`config.mk`:
```
export PLATFORM = sky130hd
export DESIGN_NAME = neuron_mac_pipe
export DESIGN_NICKNAME = d
export VERILOG_FILES = /design/src/rtl/neuron_mac_pkg.sv /design/src/rtl/neuron_mac_lane.sv /design/src/rtl/neuron_mac_pipe.sv
export SDC_FILE = /design/constraint.sdc
export NUM_CORES = 1
export LEC_CHECK = 0
export BUFFER_PORTS_ARGS = -buffer_cell sky130_fd_sc_hd__buf_2
export CAP_MARGIN = 40
export CORE_MARGIN = 2
export CORE_UTILIZATION = 35
export DETAILED_ROUTE_END_ITERATION = 7
export MAX_ROUTING_LAYER = met4
export SLEW_MARGIN = 10
export SYNTH_ARGS = -nofsm -noshare
export SYNTH_HDL_FRONTEND = slang
export SYNTH_SLANG_ARGS = --single-unit
```
`constraint.sdc`:
```
create_clock -name clock -period 5.9 [get_ports clock]
set_clock_uncertainty 0.1 [all_clocks]
set_input_delay 0.885 -clock clock [delete_from_list [all_inputs] [get_ports clock]]
set_output_delay 0.885 -clock clock [all_outputs]
set_load 0.005 [all_outputs]
```
`src/rtl/neuron_mac_pkg.sv`:
```
// Shared state encoding, width helpers and saturation limits for neuron_mac_pipe.
package neuron_mac_pkg;

   typedef enum logic [1:0] {
      ST_ACCUM = 2'd0,
      ST_DRAIN = 2'd1,
      ST_BIAS  = 2'd2,
      ST_HOLD  = 2'd3
   } state_t;

   localparam int LIMIT_W = 128;

   function automatic int prod_width(input int pix_w, input int w_w);
      return pix_w + w_w + 1;
   endfunction

   function automatic int tree_width(input int pix_w, input int w_w, input int n_ch);
      return prod_width(pix_w, w_w) + $clog2(n_ch);
   endfunction

   // Limits are returned wide; callers truncate to their own width.
   function automatic logic [LIMIT_W-1:0] smax_f(input int width);
      return ({{(LIMIT_W-1){1'b0}}, 1'b1} << (width - 1)) - {{(LIMIT_W-1){1'b0}}, 1'b1};
   endfunction

   function automatic logic [LIMIT_W-1:0] smin_f(input int width);
      return {{(LIMIT_W-1){1'b0}}, 1'b1} << (width - 1);
   endfunction

endpackage

```
`src/rtl/neuron_mac_lane.sv`:
```
// One channel of the MAC: unsigned pixel times signed weight, registered as the P1 stage.
module neuron_mac_lane
   import neuron_mac_pkg::*;
#(
   parameter int PIX_W = 8,
   parameter int W_W   = 5,
   localparam int P_W  = prod_width(PIX_W, W_W)
)(
   input  logic             clock,
   input  logic             reset,
   input  logic [PIX_W-1:0] x,
   input  logic [W_W-1:0]   w,
   output logic [P_W-1:0]   prod
);

   logic signed [P_W-1:0] x_ext_s;
   logic signed [P_W-1:0] w_ext_s;
   logic signed [P_W-1:0] prod_s;

   // The pixel gets a zero sign bit so the multiply can be fully signed.
   assign x_ext_s = P_W'($signed({1'b0, x}));
   assign w_ext_s = P_W'($signed(w));
   assign prod_s  = x_ext_s * w_ext_s;

   // P1 product register.
   always_ff @(posedge clock) begin
      if (reset) begin
         prod <= '0;
      end else begin
         prod <= prod_s;
      end
   end

endmodule

```
`src/rtl/neuron_mac_pipe.sv`:
```
// neuron_mac_pipe: N_CH-channel pixel x weight MAC over a frame, plus bias and cat decision.
// Define NEURON_MAC_SAT_EN for saturating accumulate/bias arithmetic and the sat output.
module neuron_mac_pipe
   import neuron_mac_pkg::*;
#(
   parameter int N_CH  = 3,
   parameter int PIX_W = 8,
   parameter int W_W   = 5,
   parameter int B_W   = 24,
   parameter int ACC_W = 40
)(
   input  logic                  clock,
   input  logic                  reset,
   input  logic                  in_valid,
   output logic                  in_ready,
   input  logic                  in_last,
   input  logic [N_CH*PIX_W-1:0] x,
   input  logic [N_CH*W_W-1:0]   w,
   input  logic [B_W-1:0]        b,
   output logic                  res_valid,
   input  logic                  res_ready,
   output logic                  out,
   output logic [ACC_W-1:0]      score
`ifdef NEURON_MAC_SAT_EN
   ,
   output logic                  sat
`endif
);

   localparam int P_W = prod_width(PIX_W, W_W);
   localparam int T_W = tree_width(PIX_W, W_W, N_CH);

   state_t                  state_r;
   state_t                  state_next_s;
   logic                    accept_s;
   logic                    release_s;
   logic [N_CH*PIX_W-1:0]   x_r;
   logic [N_CH*W_W-1:0]     w_r;
   logic                    s0_valid_r;
   logic                    s0_last_r;
   logic                    p1_valid_r;
   logic                    p1_last_r;
   logic                    p2_valid_r;
   logic                    p2_last_r;
   logic [P_W-1:0]          prod_a [N_CH];
   logic signed [T_W-1:0]   tree_s;
   logic [ACC_W-1:0]        sum_r;
   logic [ACC_W-1:0]        acc_r;
   logic [B_W-1:0]          bias_r;
   logic [ACC_W-1:0]        bias_ext_s;

   assign accept_s   = in_valid && in_ready;
   assign release_s  = (state_r == ST_HOLD) && res_ready;
   assign bias_ext_s = ACC_W'($signed(bias_r));

   for (genvar k = 0; k < N_CH; k++) begin : g_lane
      neuron_mac_lane #(
         .PIX_W (PIX_W),
         .W_W   (W_W)
      ) u_lane (
         .clock (clock),
         .reset (reset),
         .x     (x_r[k*PIX_W +: PIX_W]),
         .w     (w_r[k*W_W +: W_W]),
         .prod  (prod_a[k])
      );
   end

   // Adder tree over the registered lane products.
   always_comb begin
      tree_s = '0;
      for (int k = 0; k < N_CH; k++) begin
         tree_s = tree_s + T_W'($signed(prod_a[k]));
      end
   end

`ifdef NEURON_MAC_SAT_EN
   localparam logic [ACC_W-1:0] ACC_MAX = ACC_W'(smax_f(ACC_W));
   localparam logic [ACC_W-1:0] ACC_MIN = ACC_W'(smin_f(ACC_W));

   logic [ACC_W:0] acc_sum_s;
   logic [ACC_W:0] bias_sum_s;
   logic           sat_flag_r;

   // Returns {overflowed, clamped sum}; overflow shows as disagreeing top two bits.
   function automatic logic [ACC_W:0] sat_add_f(input logic [ACC_W-1:0] a, input logic [ACC_W-1:0] c);
      logic [ACC_W:0] ext_v;
      ext_v = {a[ACC_W-1], a} + {c[ACC_W-1], c};
      if (ext_v[ACC_W] != ext_v[ACC_W-1]) begin
         return {1'b1, (ext_v[ACC_W] ? ACC_MIN : ACC_MAX)};
      end else begin
         return {1'b0, ext_v[ACC_W-1:0]};
      end
   endfunction

   assign acc_sum_s  = sat_add_f(acc_r, sum_r);
   assign bias_sum_s = sat_add_f(acc_r, bias_ext_s);

   // Sticky saturation flag for the frame, published with the result.
   always_ff @(posedge clock) begin
      if (reset) begin
         sat_flag_r <= 1'b0;
         sat        <= 1'b0;
      end else if (release_s) begin
         sat_flag_r <= 1'b0;
         sat        <= 1'b0;
      end else begin
         if (p2_valid_r && acc_sum_s[ACC_W]) begin
            sat_flag_r <= 1'b1;
         end
         if (state_r == ST_BIAS) begin
            sat <= sat_flag_r | bias_sum_s[ACC_W];
         end
      end
   end
`else
   logic [ACC_W-1:0] acc_sum_s;
   logic [ACC_W-1:0] bias_sum_s;

   assign acc_sum_s  = acc_r + sum_r;
   assign bias_sum_s = acc_r + bias_ext_s;
`endif

   // FSM state register.
   always_ff @(posedge clock) begin
      if (reset) begin
         state_r <= ST_ACCUM;
      end else begin
         state_r <= state_next_s;
      end
   end

   // FSM next-state decode; DRAIN leaves on the same edge the last sum lands in acc.
   always_comb begin
      state_next_s = state_r;
      case (state_r)
         ST_ACCUM: begin
            if (accept_s && in_last) begin
               state_next_s = ST_DRAIN;
            end else begin
               state_next_s = ST_ACCUM;
            end
         end
         ST_DRAIN: begin
            if (p2_valid_r && p2_last_r) begin
               state_next_s = ST_BIAS;
            end else begin
               state_next_s = ST_DRAIN;
            end
         end
         ST_BIAS: begin
            state_next_s = ST_HOLD;
         end
         ST_HOLD: begin
            if (res_ready) begin
               state_next_s = ST_ACCUM;
            end else begin
               state_next_s = ST_HOLD;
            end
         end
         default: begin
            state_next_s = ST_ACCUM;
         end
      endcase
   end

   // in_ready is registered from the next state so it is glitch-free.
   always_ff @(posedge clock) begin
      if (reset) begin
         in_ready <= 1'b1;
      end else begin
         in_ready <= (state_next_s == ST_ACCUM);
      end
   end

   // Beat capture, then the valid/last shadow of the P1 and P2 stages; never stalls.
   always_ff @(posedge clock) begin
      if (reset) begin
         x_r        <= '0;
         w_r        <= '0;
         s0_valid_r <= 1'b0;
         s0_last_r  <= 1'b0;
         p1_valid_r <= 1'b0;
         p1_last_r  <= 1'b0;
         p2_valid_r <= 1'b0;
         p2_last_r  <= 1'b0;
         sum_r      <= '0;
      end else begin
         if (accept_s) begin
            x_r <= x;
            w_r <= w;
         end
         s0_valid_r <= accept_s;
         s0_last_r  <= accept_s && in_last;
         p1_valid_r <= s0_valid_r;
         p1_last_r  <= s0_last_r;
         p2_valid_r <= p1_valid_r;
         p2_last_r  <= p1_last_r;
         sum_r      <= ACC_W'(tree_s);
      end
   end

   // Accumulator, bias latch and result registers.
   always_ff @(posedge clock) begin
      if (reset) begin
         acc_r     <= '0;
         bias_r    <= '0;
         res_valid <= 1'b0;
         out       <= 1'b0;
         score     <= '0;
      end else begin
         if (release_s) begin
            acc_r <= '0;
         end else if (p2_valid_r) begin
            acc_r <= acc_sum_s[ACC_W-1:0];
         end
         if ((state_r == ST_ACCUM) && accept_s && in_last) begin
            bias_r <= b;
         end
         if (state_r == ST_BIAS) begin
            score     <= bias_sum_s[ACC_W-1:0];
            out       <= ~bias_sum_s[ACC_W-1];
            res_valid <= 1'b1;
         end else if (release_s) begin
            res_valid <= 1'b0;
         end
      end
   end

endmodule

```
=== After elaboration in Yosys (flattened, before gate mapping) ===
Index checks and enable logic that the tools add are counted.
Widths: inputs -> output; s select.

* Register bits after elaboration: 212
* Output and inout bits: 43
* Bits of input ports: 68
* Logic and storage cells: 46

* Mux-type cells: 6
* Reductions and logical operators: 10
* Add/subtract/negate cells: 4
* Eq/ne operators: 3
* Multipliers: 3
* Bitwise gates (word level): 1

{| class="wikitable"
|+ Operators by type and width
! cell !! number
|-
| $add 40x40->40 || 2
|-
| $mul 9x5->14 || 3
|-
| $add 15x14->16 || 1
|-
| $add 14x14->15 || 1
|-
| $pmux 2 s4 || 1
|-
| $logic_and 1x1->1 || 6
|-
| $eq 2x2->1 const B || 2
|-
| $logic_not 2->1 || 2
|-
| $mux 2 || 2
|-
| $mux 1 || 3
|-
| $eq 2x1->1 const B || 1
|-
| $reduce_bool 2->1 || 1
|-
| $reduce_or 2->1 || 1
|-
| $not 1->1 || 1
|}

=== Longest topological paths before layout ===
Gate-level depths: netlist of the first run.

* Depth in word-level cells: 5
* Depth in mapped cells: 20
* Gate-level depth less buffers: 19

=== Cells and area by module ===
From an unflattened synthesis of the first run, not the netlist that was laid out.

* Cell total of the unflattened synthesis: 1909
* Area, all modules: 15879.0 µm²

{| class="wikitable"
|+ By module, submodules not included
! module !! cells each !! area an instance (µm²) !! instances
|-
| neuron_mac_pipe || 1327 || 10665.2 || 1
|-
| neuron_mac_lane || 194 || 1737.9 || 3
|}

=== Worst setup path before layout of the first run ===
No wires, ideal clock.

* Kind: reg-to-reg
* Start: register w_r[8]
* End: register g_lane[1].u_lane.prod[13]
* Data arrival time: 4.103 ns
* Required time: 5.679 ns
* Setup slack: 1.576 ns
* Path buffers: 1
* Period minus slack after synthesis: 4.324 ns
* Stages on the path, launching flop included: 19
* Cell sequence: dfxtp_1 > clkbuf_1 > and2_1 > fa_1 > fa_1 > inv_1 > fa_1 > inv_1 > ha_1 > nor2b_1 > o21ai_1 > a21boi_0 > o21ai_0 > a21boi_1 > o21ai_0 > nand2b_1 > a21o_1 > a21oi_1 > mux2_2

* Longest elaborated chain between the ends: 1

{| class="wikitable"
|+ RTL lines
! element !! line !! text
|-
| start, declared || neuron_mac_pipe.sv:38 || <nowiki>logic [N_CH*W_W-1:0] w_r;</nowiki>
|-
| start signal, assigned || neuron_mac_pipe.sv:191 || <nowiki>w_r <= w;</nowiki>
|-
| $mul 9x5->14 || neuron_mac_lane.sv:23 || <nowiki>assign prod_s = x_ext_s * w_ext_s;</nowiki>
|-
| end signal, assigned || neuron_mac_lane.sv:30 || <nowiki>prod <= prod_s;</nowiki>
|-
| end, declared || neuron_mac_lane.sv:13 || <nowiki>output logic [P_W-1:0] prod</nowiki>
|}

No other way between the ends.
A chain may end at the register's enable or synchronous reset.

=== Worst setup path after layout of the first run ===
* Start: register w_r[9]
* End: register g_lane[1].u_lane.prod[13]

Same word-level chain as after synthesis.

==> run metrics, run 1 <==
Final Instance Count excl. Fillers=between 2k and 3k; Cell Pwr Density=221 nW/µm²; register area=4250 µm²; Chip Width=between 200 and 250 µm; CTS Buf Count=27; gpl congestion=roughly 0.9; chip height=~210 µm; post-route setup slack=about 1200 ps; overall power=just under 4 mW; final net count=between 2k and 2.5k; maximum buffer depth of the clock tree=3; number of global-route vias before repair=between 10k and 15k; Post-CTS Hold Buffers=0; clk root buf=clkbuf_16; setup TNS=0 ps; reg2reg setup slack=1170 ps; worst-path fanout max=8; RSZ-0062 raised after global routing=false; post-synthesis cell area=between 15,000 and 20,000 µm²; WS Path Type=flip-flop to flip-flop; Worst-Margin Slew=about 750 ps; Syn Area/Cell=8.18 µm²; Post-CTS Setup Bufs=0; IO Port Bufs=110; Worst Path Arrival=between 5000 and 6000 ps; largest net degree at the start of global routing=60; IO Count=roughly 110; antenna violations before repair=1; Antenna Cells=0; # placed instances=roughly 2.5k; hold crit path type=flip-flop to flip-flop; Max-slew headroom=50.1%; worst path required time=6230 ps; asr flop ratio synth=0%; DR vias=approximately 13k; row cnt=77; share of layout cells above drive strength 1=around a tenth; fill cell count=4,487; First-pass DRT Iterations=5; Die Area=around 46,000 µm²; Final Hold Fails=0; status=finished clean; Synth warnings=0; global-route wire length before repair=roughly 63,000 µm; Synth Register Bits=212; max cap viols=0; clk sinks=212; number of synthesized flops with an enable pin=0; Core ar.=44,000 µm²; area occupied by multi-input gates=roughly 10,000 µm²; CTS H-tree depth=1; hpwl dp=between 20,000 and 30,000 µm; Clock Latency Late Sink=550 ps; Max Freq=0.211 GHz; drt via density=between 4 and 5; leak pwr=slightly above 8 nW; TritonCTS clock tree=yes; post-route minimum period=~4700 ps; Iter 0 DRT Violations=~540; VDD IR max=0.190 mV; WL/cell=14.5 µm; Worst setup EP type=flip-flop; clock-pin slew on the worst setup and hold paths=roughly 60 ps; Total Routing Usage GR=around 17%; PostCTS Resize Cnt=0; Slew Viols, Final=0; Post-Place Worst Slack=between 1000 and 1500 ps; hold slack=roughly 330 ps; # DRC=0; Initial Utilization=~35%; register area share after synthesis=between 20% and 30%; Worst setup SP type=flip-flop; Syn Inst Count=1,903; Distinct cells, synth=75; Final Cycle Share=between 80% and 90%; Final setup viols=0; Post-DRT Antenna Nets=0; gr ovfl total=0; Top FF cell, synth=dfxtp_1; syn_nets=between 2k and 2.5k; drt total wl=37,400 µm; Layout area overhead=13.5%
## synthesized netlist by cell type, types with 3 or more instances
cell type,instances,area share [%]
o21bai_1,12,0.58
o21a_1,16,0.77
a211o_1,3,0.17
dfxtp_1,212,27
a21o_1,50,2.4
clkbuf_1,61,1.5
a21boi_1,9,0.43
and4_1,3,0.17
nor2_1,151,3.6
o211ai_1,6,0.29
o31ai_1,4,0.19
o21ai_1,26,0.84
or2_2,3,0.12
xor2_1,33,1.9
and3_1,16,0.64
ha_1,176,14
a31oi_1,10,0.40
nor2b_1,31,1.2
nor3_1,29,0.93
a21o_2,3,0.17
mux2i_1,26,1.7
and2_1,73,2.9
nand3_1,30,0.96
a21boi_0,3,0.14
a221o_1,3,0.19
mux2_2,3,0.22
nand2_1,274,6.6
nand4_1,17,0.68
a2111oi_0,4,0.23
nand2b_1,25,1.0
o21ai_0,48,1.5
a211oi_1,14,0.68
or3_1,5,0.20
buf_1,18,0.43
fa_1,74,9.5
a21oi_1,194,6.2
xnor2_1,49,2.8
inv_1,140,3.4
## report_power, final
part	switching [mW]	internal [mW]	total [mW]
registers	0.0616	1.49	1.56
clock network	0.645	1.20	1.85
logic	0.297	0.211	0.508
## worst max-delay path: stages (launching register included)
cell      delay, ps
dfxtp_1         520
inv_1           170
nor2_1          190
fa_1            440
fa_1            550
inv_1            60
fa_1            520
inv_1            40
ha_1            310
nor2b_1         160
o21ai_1         150
a21boi_0        140
o21ai_0         220
a21boi_1        110
o21ai_0         160
nand2b_1        100
a21o_1          180
a21oi_1         140
mux2_2          340
## per-stage QoR
step	util, %	instance area (µm²)
floorplan	-	15600
global placement	37.8	16600
detailed placement	37.9	16700
CTS	40.1	17700
global route	40.1	17700
finish	40.1	17700
## per-layer routing
layer / vias to the layer above / global-route usage (%) / wire [µm]
met5: - / - / 0
met4: 0 / 4.35 / 959
met3: 52 / 2.01 / 1190
met2: 208 / 28.6 / 17800
met1: 5904 / 20.7 / 17500
li1: 6598 / - / -
## cells in the final DEF (no fill, tap or decap), types with 4 or more instances in the layout
master / n
xnor2_1: 49
fa_1: 74
nand4_1: 17
ha_1: 176
a21boi_1: 9
o21a_1: 16
nand2_1: 274
o211ai_1: 6
clkbuf_8: 5
nand2b_1: 24
nor3_1: 29
a2111oi_0: 4
xor2_1: 33
a31oi_1: 10
mux2i_1: 26
a21oi_1: 194
bufinv_16: 7
clkbuf_16: 27
buf_4: 10
inv_1: 140
nor2b_1: 30
o21ai_1: 26
a211oi_1: 14
nor2_1: 151
a21o_1: 50
and3_1: 16
dfxtp_1: 211
o21bai_1: 12
and2_1: 73
nand3_1: 30
o31ai_1: 4
o21ai_0: 48
buf_2: 109
or3_1: 5
## cells by family after synthesis
kind of cell / Yosys count / share of synthesized area [%]
and+or+nand+nor: 673 / 19.9
AOI/OAI and AO/OA: 435 / 17.3
adders and majority gates: 250 / 23.7
buffers and inverters: 222 / 5.37
DFF: 212 / 27.3
xor gates and xnor gates: 82 / 4.61
muxes: 29 / 1.89
## final timing paths
path	from	endpoint	cells after the start
max reg2reg	w_r[9]	g_lane[1].u_lane.prod[13]	18
min	p1_valid_r	p2_valid_r	1
min reg2reg	p1_valid_r	p2_valid_r	1
max	w_r[9]	g_lane[1].u_lane.prod[13]	18
## sequential cells by signal (all words and copies together) (netlist names), 2 cells and up
register and count:
acc_r 40, bias_r 24, g_lane.u_lane.prod 42, score 40
state_r 2, sum_r 16, w_r 15, x_r 24
## cell type report
cell class	count	area share [%]
Multi-Input combinational cell	1469	59.4
Tap cell	592	4.19
Inverter	141	2.99
Timing Repair Buffer	122	3.77
Sequential cell	212	24.0
Clock buffer	35	4.28
Clock inverter	12	1.39
Power figures use the tool's default switching activity.
==> run 2: changes to the inputs <==
--- a/config.mk
+++ b/config.mk
@@ -5,6 +5,7 @@
 export SDC_FILE = /design/constraint.sdc
 export NUM_CORES = 1
 export LEC_CHECK = 0
+export ABC_AREA = 1
 export BUFFER_PORTS_ARGS = -buffer_cell sky130_fd_sc_hd__buf_2
 export CAP_MARGIN = 40
 export CORE_MARGIN = 2
==> constraint.sdc (replaced) <==
create_clock -name clock -period 4 [get_ports clock]
set_clock_uncertainty 0.1 [all_clocks]
set_input_delay 0.6 -clock clock [delete_from_list [all_inputs] [get_ports clock]]
set_output_delay 0.6 -clock clock [all_outputs]
set_load 0.005 [all_outputs]
==> run metrics, run 2 <==
Worst setup SP type=flip-flop; drt total wl=around 48,000 µm; Worst Path Arrival=approximately 4200 ps; setup TNS=0 ps; Synth warnings=0; gr ovfl total=0; clk root buf=clkbuf_16; max cap viols=0; CTS Buf Count=27; biggest regs=g_lane.u_lane.prod (42), acc_r (40), score (40); hold crit path type=primary input to flip-flop; Top FF cell, synth=dfxtp_1; Synth top area share=24.7%; Layout Cell Area excl Fill=19,400 µm²; Synth Register Bits=roughly 210; most frequent cells in the layout=572 x nand2_1, 425 x inv_1, 376 x nor2_1; synth top area cells=dfxtp_1 25%, ha_1 13%, nand2_1 13%, inv_1 9.3%, fa_1 8.6%; Post-CTS Hold Buffers=0; drt via density=4.81; post-route setup slack=around 220 ps; Die Area=about 51,000 µm²; Reg with most FFs=g_lane.u_lane.prod; Crit. path cell count=16; Worst setup EP type=flip-flop; Final setup viols=0; Syn Area/Cell=about 6.7 µm²; maximum buffer depth of the clock tree=3; RSZ-0062 raised after global routing=true; top cell type by total area after synthesis=dfxtp_1; # DRC=0; register area share after synthesis=between 20% and 30%; IO Port Bufs=110; final net count=just under 3k; crit-path leading delay family=adder cells; status=finished clean; largest net degree at the start of global routing=between 100 and 150; placed instance area=approximately 18,000 µm²; Final Hold Fails=0; Total Routing Usage GR=approximately a fifth; share of layout cells above drive strength 1=a little under a tenth; Cell Pwr Density=about 340 nW/µm²; global-route wire length before repair=around 79,000 µm; post-route minimum period=~3800 ps; WL/cell=about 15 µm; DR vias=between 15k and 20k; Distinct cells, synth=44; Max Freq=0.264 GHz; Initial Utilization=35.3%; Worst Path Buf+Inv=4; critical-path cell with the highest stage delay=fa_1; R2R cell count=16; post-synthesis cell area=17,200 µm²; VDD IR max=0.335 mV; Iter 0 DRT Violations=between 800 and 900; worst reg2reg endpoint=g_lane[2].u_lane.prod[11]; gpl congestion=~0.9; area occupied by multi-input gates=roughly 11,000 µm²; row cnt=slightly above 80; leak pwr=between 10 and 15 nW; crit path to=g_lane[2].u_lane.prod[11]; Clock Latency Late Sink=approximately 560 ps; Core ar.=between 40,000 and 50,000 µm²; CP startpoint=w_r[14]; hpwl dp=~39,000 µm; Worst-Margin Slew=794 ps; WS Path Type=flip-flop to flip-flop; worst-path fanout max=3; clk sinks=about 210; First-pass DRT Iterations=6; CP Cell Sequence=clkinv_1 -> or2_2 -> fa_1 -> inv_1 -> fa_1 -> inv_1 -> fa_1 -> inv_1 -> ha_4 -> nand2_2 -> o221ai_1 -> nor2_1 -> nor2_1 -> nor2_1 -> o21ai_0 -> a21oi_1; overall power=approximately 6.6 mW; reg2reg setup slack=220 ps; Slew Viols, Final=0; Largest register FFs=42; number of global-route vias before repair=15.6k; worst path required time=roughly 4400 ps; Post-synth top cells=573 x nand2_1, 425 x inv_1, 378 x nor2_1, 212 x dfxtp_1, 196 x o21ai_0; final design utilization=roughly two fifths; Layout area overhead=12.8%; Max-slew headroom=47.0%; Antenna Cells=0; antenna violations before repair=0; chip height=~230 µm; largest stage delay on the critical path=540 ps; Chip Width=around 230 µm; commonest non-fill, non-tap cell in the layout=nand2_1; count leader, synth=nand2_1; IO Count=roughly 110; # placed instances=~3.3k; Final Instance Count excl. Fillers=around 3.3k; hold slack=~180 ps; register area=between 4000 and 5000 µm²; CTS H-tree depth=1; fill cell count=~5.2k; TritonCTS clock tree=yes; Post-DRT Antenna Nets=0; asr flop ratio synth=0%; reg2reg start=w_r[14]; Final Cycle Share=94.6%; syn_nets=2,891; Post-Place Worst Slack=between 150 and 200 ps; number of synthesized flops with an enable pin=0; Syn Inst Count=~2.6k; clock-pin slew on the worst setup and hold paths=around 60 ps
==> run 2: cell count changes after synthesis, sizes merged, moves of 44 or more <==
cell / before / now
nor2: 151 / 386
inv: 140 / 426
o21ai: 74 / 199
and2: 74 / 2
nand2: 274 / 594
nand3: 30 / 108
a21o: 53 / 9
==> run 2: worst min path at each step <==
stage	from	endpoint	cells past startpoint	slack, ps
global placement	p1_valid_r	p2_valid_r	2	290
finish	x[1]	x_r[1]	3	180
CTS	x[1]	x_r[1]	3	160
detailed placement	s0_last_r	p1_last_r	2	300
floorplan	s0_last_r	p1_last_r	2	290
global route	x[18]	x_r[18]	3	180
==> run 2: kinds of logic (layout without fill, tap and decap cells) <==
| kind of cell | Yosys count | after routing | synth area share, % |
|---|---|---|---|
| XOR/XNOR | 38 | 38 | 1.94 |
| AO/OA/AOI/OAI | 441 | 441 | 13.7 |
| flip-flops | 212 | 212 | 24.7 |
| AND/OR/NAND/NOR | 1139 | 1139 | 27.2 |
| buffers and inverters | 493 | 606 | 10.9 |
| adder cells (fa/ha/maj) | 250 | 250 | 21.5 |
==> run 2: routing by layer <==
metal	global-route usage (%)	up-vias	wire (µm)
li1	-	8319	-
met1	24.9	7221	22600
met2	33.7	288	22800
met3	1.96	73	1430
met4	4.74	0	1210
met5	-	-	0
==> run 2: layout make-up <==
class / count / area share, %
Clock inverter: 14 / 0.886
Inverter: 432 / 8.39
Sequential cell: 212 / 21.9
Clock buffer: 35 / 3.96
Tap cell: 622 / 4.02
Multi-Input combinational cell: 1868 / 57.2
Timing Repair Buffer: 125 / 3.59
==> run 2: power by group <==
part | internal [mW] | switching, mW | total [mW]
Sequential | 2.28 | 0.162 | 2.44
Combinational | 0.572 | 0.972 | 1.54
Clock | 1.55 | 1.02 | 2.56
==> run 2: what timing repair did <==
action / CTS / global route
resized for setup: 0 / 14
setup endpoints to repair: 0 / 10
buffers inserted: 0 / 1
==> run 2: worst reg2reg max path, cell delays in order, from the launching register on <==
cell and delay, ps:
dfxtp_2 340, clkinv_1 70, or2_2 290, fa_1 540, inv_1 60, fa_1 530, inv_1 50, fa_1 530
inv_1 60, ha_4 240, nand2_2 80, o221ai_1 160, nor2_1 200, nor2_1 60, nor2_1 140, o21ai_0 100
a21oi_1 160
